## src/rtl/maj_pca_score_seq_if.sv

```systemverilog
`default_nettype none
// ------------------------------------------------------------------------
// maj_pca_score_seq_if : control, pair-input and score handshake bundle  (rev 1.0)
// ------------------------------------------------------------------------
interface maj_pca_score_seq_if #(
  parameter int MAJ_PC_NUM = 2,
  parameter int DATA_W     = 32,
  parameter int ACC_W      = 2*DATA_W + $clog2(MAJ_PC_NUM+1)
);
  localparam int CNT_W = $clog2(MAJ_PC_NUM+1);

  logic                     start;
  logic                     abort;
  logic                     in_valid;
  logic                     in_ready;
  logic signed [DATA_W-1:0] in_eigen;
  logic signed [DATA_W-1:0] in_pc;
  logic                     busy;
  logic [CNT_W-1:0]         pair_cnt;
  logic                     score_valid;
  logic                     score_ready;
  logic signed [ACC_W-1:0]  score;

  modport master (
    output start, abort, in_valid, in_eigen, in_pc, score_ready,
    input  in_ready, busy, pair_cnt, score_valid, score
  );

  modport slave (
    input  start, abort, in_valid, in_eigen, in_pc, score_ready,
    output in_ready, busy, pair_cnt, score_valid, score
  );
endinterface
`default_nettype wire

```

## src/rtl/maj_pca_score_seq.sv

```systemverilog
`default_nettype none
// ------------------------------------------------------------------------
// maj_pca_score_seq : accumulates MAJ_PC_NUM eigenvalue*PC products into a score  (rev 1.0)
// ------------------------------------------------------------------------
module maj_pca_score_seq #(
  parameter int MAJ_PC_NUM = 2,
  parameter int DATA_W     = 32,
  parameter int ACC_W      = 2*DATA_W + $clog2(MAJ_PC_NUM+1)
) (
  input  wire logic          clk,
  input  wire logic          reset,
  maj_pca_score_seq_if.slave bus
);
  localparam int CNT_W  = $clog2(MAJ_PC_NUM+1);
  localparam int PROD_W = 2*DATA_W;

  typedef enum logic [1:0] {
    S_IDLE  = 2'd0,
    S_ACCUM = 2'd1,
    S_DONE  = 2'd2
  } state_t;

  state_t                  state_q;
  logic signed [ACC_W-1:0] acc_q;
  logic signed [ACC_W-1:0] acc_d;
  logic signed [ACC_W-1:0] score_q;
  logic [CNT_W-1:0]        cnt_q;
  logic                    in_ready_q;
  logic                    busy_q;
  logic                    score_valid_q;

  logic signed [PROD_W-1:0] prod;
  logic signed [ACC_W-1:0]  prod_ext;
  logic                     accept;
  logic                     last_pair;

  // Single shared multiplier; ACC_W always exceeds PROD_W so the sign extension is never empty.
  assign prod      = bus.in_eigen * bus.in_pc;
  assign prod_ext  = {{(ACC_W-PROD_W){prod[PROD_W-1]}}, prod};
  assign acc_d     = acc_q + prod_ext;
  assign accept    = bus.in_valid && in_ready_q;
  assign last_pair = (cnt_q == CNT_W'(MAJ_PC_NUM-1));

  always_ff @(posedge clk or negedge reset) begin
    if (!reset) begin
      state_q       <= S_IDLE;
      acc_q         <= '0;
      score_q       <= '0;
      cnt_q         <= '0;
      in_ready_q    <= 1'b0;
      busy_q        <= 1'b0;
      score_valid_q <= 1'b0;
    end else if (bus.abort) begin
      state_q       <= S_IDLE;
      acc_q         <= '0;
      cnt_q         <= '0;
      in_ready_q    <= 1'b0;
      busy_q        <= 1'b0;
      score_valid_q <= 1'b0;
    end else begin
      case (state_q)
        S_IDLE: begin
          if (bus.start) begin
            state_q    <= S_ACCUM;
            acc_q      <= '0;
            cnt_q      <= '0;
            in_ready_q <= 1'b1;
            busy_q     <= 1'b1;
          end
        end
        S_ACCUM: begin
          if (accept) begin
            acc_q <= acc_d;
            cnt_q <= cnt_q + CNT_W'(1);
            if (last_pair) begin
              state_q       <= S_DONE;
              score_q       <= acc_d;
              score_valid_q <= 1'b1;
              in_ready_q    <= 1'b0;
            end
          end
        end
        S_DONE: begin
          if (bus.score_ready) begin
            state_q       <= S_IDLE;
            score_valid_q <= 1'b0;
            busy_q        <= 1'b0;
          end
        end
        default: begin
          state_q       <= S_IDLE;
          in_ready_q    <= 1'b0;
          busy_q        <= 1'b0;
          score_valid_q <= 1'b0;
        end
      endcase
    end
  end

  assign bus.in_ready    = in_ready_q;
  assign bus.busy        = busy_q;
  assign bus.pair_cnt    = cnt_q;
  assign bus.score_valid = score_valid_q;
  assign bus.score       = score_q;
endmodule
`default_nettype wire
```

## src/flat_wrapper.sv

```systemverilog
// flat-port wrapper written by rule: the top's interface ports become plain ports
module maj_pca_score_seq_flat 
#(
  parameter int MAJ_PC_NUM = 2,
  parameter int DATA_W     = 32,
  parameter int ACC_W      = 2*DATA_W + $clog2(MAJ_PC_NUM+1)
)
  (clk, reset, bus_start, bus_abort, bus_in_valid, bus_in_eigen, bus_in_pc, bus_score_ready, bus_in_ready, bus_busy, bus_pair_cnt, bus_score_valid, bus_score);
  maj_pca_score_seq_if #(.MAJ_PC_NUM(MAJ_PC_NUM), .DATA_W(DATA_W), .ACC_W(ACC_W)) bus_i ();
  input  wire logic clk;
  input  wire logic reset;
  input wire logic [$bits(bus_i.start)-1:0] bus_start;
  input wire logic [$bits(bus_i.abort)-1:0] bus_abort;
  input wire logic [$bits(bus_i.in_valid)-1:0] bus_in_valid;
  input wire logic [$bits(bus_i.in_eigen)-1:0] bus_in_eigen;
  input wire logic [$bits(bus_i.in_pc)-1:0] bus_in_pc;
  input wire logic [$bits(bus_i.score_ready)-1:0] bus_score_ready;
  output wire logic [$bits(bus_i.in_ready)-1:0] bus_in_ready;
  output wire logic [$bits(bus_i.busy)-1:0] bus_busy;
  output wire logic [$bits(bus_i.pair_cnt)-1:0] bus_pair_cnt;
  output wire logic [$bits(bus_i.score_valid)-1:0] bus_score_valid;
  output wire logic [$bits(bus_i.score)-1:0] bus_score;
  assign bus_i.start = bus_start;
  assign bus_i.abort = bus_abort;
  assign bus_i.in_valid = bus_in_valid;
  assign bus_i.in_eigen = bus_in_eigen;
  assign bus_i.in_pc = bus_in_pc;
  assign bus_i.score_ready = bus_score_ready;
  assign bus_in_ready = bus_i.in_ready;
  assign bus_busy = bus_i.busy;
  assign bus_pair_cnt = bus_i.pair_cnt;
  assign bus_score_valid = bus_i.score_valid;
  assign bus_score = bus_i.score;
  maj_pca_score_seq #(.MAJ_PC_NUM(MAJ_PC_NUM), .DATA_W(DATA_W), .ACC_W(ACC_W)) u_core (.clk(clk), .reset(reset), .bus(bus_i));
endmodule
```

## config.mk

```make
export PLATFORM = sky130hd
export DESIGN_NAME = maj_pca_score_seq_flat
export DESIGN_NICKNAME = d
export VERILOG_FILES = /design/src/rtl/maj_pca_score_seq_if.sv /design/src/rtl/maj_pca_score_seq.sv /design/src/flat_wrapper.sv
export SDC_FILE = /design/constraint.sdc
export NUM_CORES = 2
export LEC_CHECK = 0
export BUFFER_PORTS_ARGS = -buffer_cell sky130_fd_sc_hd__buf_2
export CAP_MARGIN = 0
export CORE_MARGIN = 2
export CORE_UTILIZATION = 55
export CTS_CLUSTER_SIZE = 8
export DETAILED_ROUTE_END_ITERATION = 8
export PLACE_DENSITY_LB_ADDON = 0.08
export SYNTH_ARGS = -nofsm -noshare
export SYNTH_HDL_FRONTEND = slang
export SYNTH_SLANG_ARGS = --single-unit
```

## constraint.sdc

```tcl
create_clock -name clk -period 6 [get_ports clk]
set_input_delay 1.2 -clock clk [delete_from_list [all_inputs] [get_ports clk]]
set_output_delay 1.2 -clock clk [all_outputs]
set_load 0.01 [all_outputs]
```

==> results.sh <==
export IMPL_result_of_the_run="finished, violations left"
export IMPL_failed_checks="negative setup slack"
export IMPL_path_buf_inv=16
export IMPL_layout_drive_gt1_share_pct=24.7
export IMPL_post_cts_hold_buffer_count=0
export IMPL_hold_path_cell_count=2
export IMPL_cts_path_max_buffers=2
export IMPL_worstHoldStart="u_core.acc_q[5]"
export IMPL_grt_pass1_vias=38800
export IMPL_die_area_um2=87200
export IMPL_cpPeakStageDelay_ns=0.56
export IMPL_period_minus_slack_ns=7.89
export IMPL_finalClockSkew_ns=0.0132
export IMPL_dp_hpwl_um=109000
export IMPL_crit_arrival_ns=8.22
export IMPL_timing_critical_path_from_type="input pin"
export IMPL_hold_violations=0
export IMPL_syn_cell_area_um2=46700
export IMPL_start_util_pct=55.7
export IMPL_cts_htree_levels=4
export IMPL_ys_warnings_count=0
export IMPL_final_common_cell="sky130_fd_sc_hd__inv_1"
export IMPL_cp_end_kind="flip-flop"
export IMPL_weighted_congestion_at_the_end_of_routability_driven_global_placement=0.894
export IMPL_max_clock_freq_mhz=127
export IMPL_synth_enable_flop_cells=0
export IMPL_wire_length_of_the_first_global_routing_pass_um=211000
export IMPL_antenna_violating_nets_post_route=0
export IMPL_n_antenna_cell=0
export IMPL_hold_path_end="u_core.acc_q[5]"
export IMPL_nFillCells=6567
export IMPL_fp_coreArea_um2=83800
export IMPL_setup_tns_final_ns=-160.98
export IMPL_worstPathMaxFanout=6
export IMPL_yosysSeqAreaShare_pct=7.45
export IMPL_detail_route_drc_violations=0
export IMPL_grt_use_total_pct=31.2
export IMPL_clkTransAtPathRegs_ns=0.07
export IMPL_cts_tree="built"
export IMPL_cts_root_buffer_cell="sky130_fd_sc_hd__clkbuf_16"
export IMPL_wirelength_um=129000
export IMPL_report_final_slew_viol_count=0
export IMPL_cts_sinks=139
export IMPL_ys_async_sr_fraction_pct=100
export IMPL_signed_area_change_from_the_synthesized_netlist_to_the_final_layout_pct=24.2
export IMPL_routed_wire_length_per_instance_um=19.2
export IMPL_first_pass_iters=5
export IMPL_mappedNetlistNets=6473
export IMPL_pin_count=141
export IMPL_viasPerCell=5.23
export IMPL_min_delay_path_class="reg2reg"
export IMPL_reg2reg_depth=27
export IMPL_max_cap_violations=0
export IMPL_worst_path_dominant_cell_family="adder cells"
export IMPL_timing_worst_setup_path_type="in2reg"
export IMPL_port_buffer_count=140
export IMPL_fp_dieH_um=295
export IMPL_overflow_left_after_global_routing=0
export IMPL_syn_instance_count=4947
export IMPL_slew_limit_headroom_pct=21.5
export IMPL_post_route_worst_setup_slack_ns=-1.89
export IMPL_worst_slew_pin_transition_ns=1.17
export IMPL_fp_dieW_um=295
export IMPL_final_setup_viol_count=112
export IMPL_clock_insertion_delay_worst_skew_ns=0.45
export IMPL_cp_common_cell="sky130_fd_sc_hd__fa_1"
export IMPL_num_vias=35100
export IMPL_rrSetupSlack_ns=-1.13
export IMPL_period_share_pct=132
export IMPL_slowest_stage="sky130_fd_sc_hd__fa_1"
export IMPL_reg2reg_from="u_core.acc_q[25]"
export IMPL_antenna_found_initial=1
export IMPL_synth_cell_type_count=74
export IMPL_maximum_number_of_pins_on_one_net_before_global_route_repair=88
export IMPL_rsz0062_at_grt="yes"
export IMPL_worst_ep_required_time_ns=6.33
export IMPL_cts_made_buffers=17
export IMPL_ys_seq_elements=139
export IMPL_drt_initial_drc_count=2051
export IMPL_synth_area_per_cell_um2=9.43
export IMPL_reg2reg_to="u_core.acc_q[39]"
export IMPL_synth_top_flop_cell="sky130_fd_sc_hd__dfrtp_1"
export IMPL_finalNetCount=7077
export IMPL_layout_cells_most_common_list="sky130_fd_sc_hd__inv_1 (1,230), sky130_fd_sc_hd__fa_1 (1,170), sky130_fd_sc_hd__nand2_1 (669)"
export IMPL_placement_rows=106
-- per-layer routing --
| metal | vias up | track usage (%) | part of all wire [%] |
|---|---|---|---|
| met5 | - | 0 | 0 |
| met4 | 0 | 5.31 | 2.2 |
| met3 | 158 | 4.60 | 6.9 |
| met2 | 1162 | 51.5 | 49 |
| met1 | 18300 | 44.9 | 42 |
| li1 | 15500 | - | - |
-- what timing repair did --
action                                  CTS  global route
gates cloned                              4             1
buffers inserted                         63            42
resized for setup                       464           213
endpoints found under the setup margin  114           114
pin swaps                               195           146
-- registers in the layout, summed over array words and instances (netlist names) --
name and cells:
u_core.acc_q 66, u_core.bus.score 66, u_core.bus.pair_cnt 2, u_core.state_q 2, u_core.bus.busy 1, u_core.bus.in_ready 1
u_core.bus.score_valid 1
-- logic make-up (layout without fill, tap and decap cells) --
group | Yosys count | in the layout | share of synthesized area, %
buffers and inverters | 1552 | 2169 | 12.5
adder cells (fa/ha/maj) | 1456 | 1456 | 58.9
AND/OR/NAND/NOR | 1371 | 1371 | 14.2
AO/OA/AOI/OAI | 331 | 331 | 4.98
flip-flops | 139 | 139 | 7.45
XOR/XNOR | 69 | 69 | 1.30
multiplexers | 29 | 29 | 0.692
-- worst max-delay path by stage --
stage / to / slack, ns / start / cells past startpoint
finish: u_core.acc_q[39] / -1.89 / bus_in_pc[1] / 33
global route: u_core.acc_q[64] / -2.11 / bus_in_pc[1] / 28
CTS: u_core.bus.score[64] / -1.81 / bus_in_pc[4] / 28
detailed placement: u_core.acc_q[64] / -2.59 / bus_in_pc[8] / 24
global placement: u_core.bus.score[64] / -2.58 / bus_in_pc[8] / 24
floorplan: u_core.bus.score[52] / -2.40 / bus_in_eigen[31] / 26
-- tightest hold or removal path, cell delays in order, from the launching register on --
cell                      delay [ns]
sky130_fd_sc_hd__dfrtp_1        0.34
sky130_fd_sc_hd__nand2_1        0.04
sky130_fd_sc_hd__o21ai_0        0.05
-- through the flow --
stage                     cells  worst slack (ns)  hold WS, ns  utilization [%]  area (um^2)
final                      6698             -1.89        0.475             69.1        57900
after detailed placement   6561             -2.59        0.461             64.1        53700
after CTS                  6660             -1.81        0.480             67.7        56700
after global placement     6561             -2.58        0.454             64.1        53700
after floorplan            4947             -2.40        0.449                -        48200
after global routing       6698             -2.11        0.496             69.1        57900
-- cell usage after synthesis (4+ instances only) --
cell,count,share of area (%)
sky130_fd_sc_hd__nor4_1,6,0.080
sky130_fd_sc_hd__nand2_1,718,5.8
sky130_fd_sc_hd__xnor2_1,49,0.92
sky130_fd_sc_hd__o21bai_1,13,0.21
sky130_fd_sc_hd__a221oi_1,6,0.11
sky130_fd_sc_hd__a21o_1,26,0.42
sky130_fd_sc_hd__nand3_1,24,0.26
sky130_fd_sc_hd__a31o_2,6,0.11
sky130_fd_sc_hd__a211o_1,7,0.13
sky130_fd_sc_hd__and3_1,7,0.094
sky130_fd_sc_hd__a21oi_1,87,0.93
sky130_fd_sc_hd__o21a_1,12,0.19
sky130_fd_sc_hd__and2_1,445,6.0
sky130_fd_sc_hd__a211oi_1,5,0.080
sky130_fd_sc_hd__a22o_1,52,0.98
sky130_fd_sc_hd__nor2_1,68,0.55
sky130_fd_sc_hd__nor3_1,13,0.14
sky130_fd_sc_hd__buf_2,14,0.15
sky130_fd_sc_hd__clkbuf_1,234,1.9
sky130_fd_sc_hd__nor2b_1,32,0.43
sky130_fd_sc_hd__o211ai_1,12,0.19
sky130_fd_sc_hd__dfrtp_1,139,7.5
sky130_fd_sc_hd__inv_1,1300,10
sky130_fd_sc_hd__fa_1,1233,53
sky130_fd_sc_hd__nand4_1,32,0.43
sky130_fd_sc_hd__mux2_2,26,0.63
sky130_fd_sc_hd__nand2b_1,7,0.094
sky130_fd_sc_hd__o31ai_1,7,0.11
sky130_fd_sc_hd__xor2_1,20,0.38
sky130_fd_sc_hd__o21ai_1,13,0.14
sky130_fd_sc_hd__a21oi_2,4,0.075
sky130_fd_sc_hd__o21ai_0,44,0.47
sky130_fd_sc_hd__ha_1,223,6.0
-- layout make-up --
class	count	area (um^2)	share of cell area [%]
clock buffer	17	425	0.734
clock inverter	15	156	0.270
inverter	1300	4890	8.45
multi-input combinational	3256	39900	68.9
sequential	139	3480	6.00
tap	1134	1420	2.45
timing repair buffer	837	7670	13.2
Power is left out: the tool's default activity adds up to more than one toggle a clock period on the data nets, which glitch-free logic cannot reach.
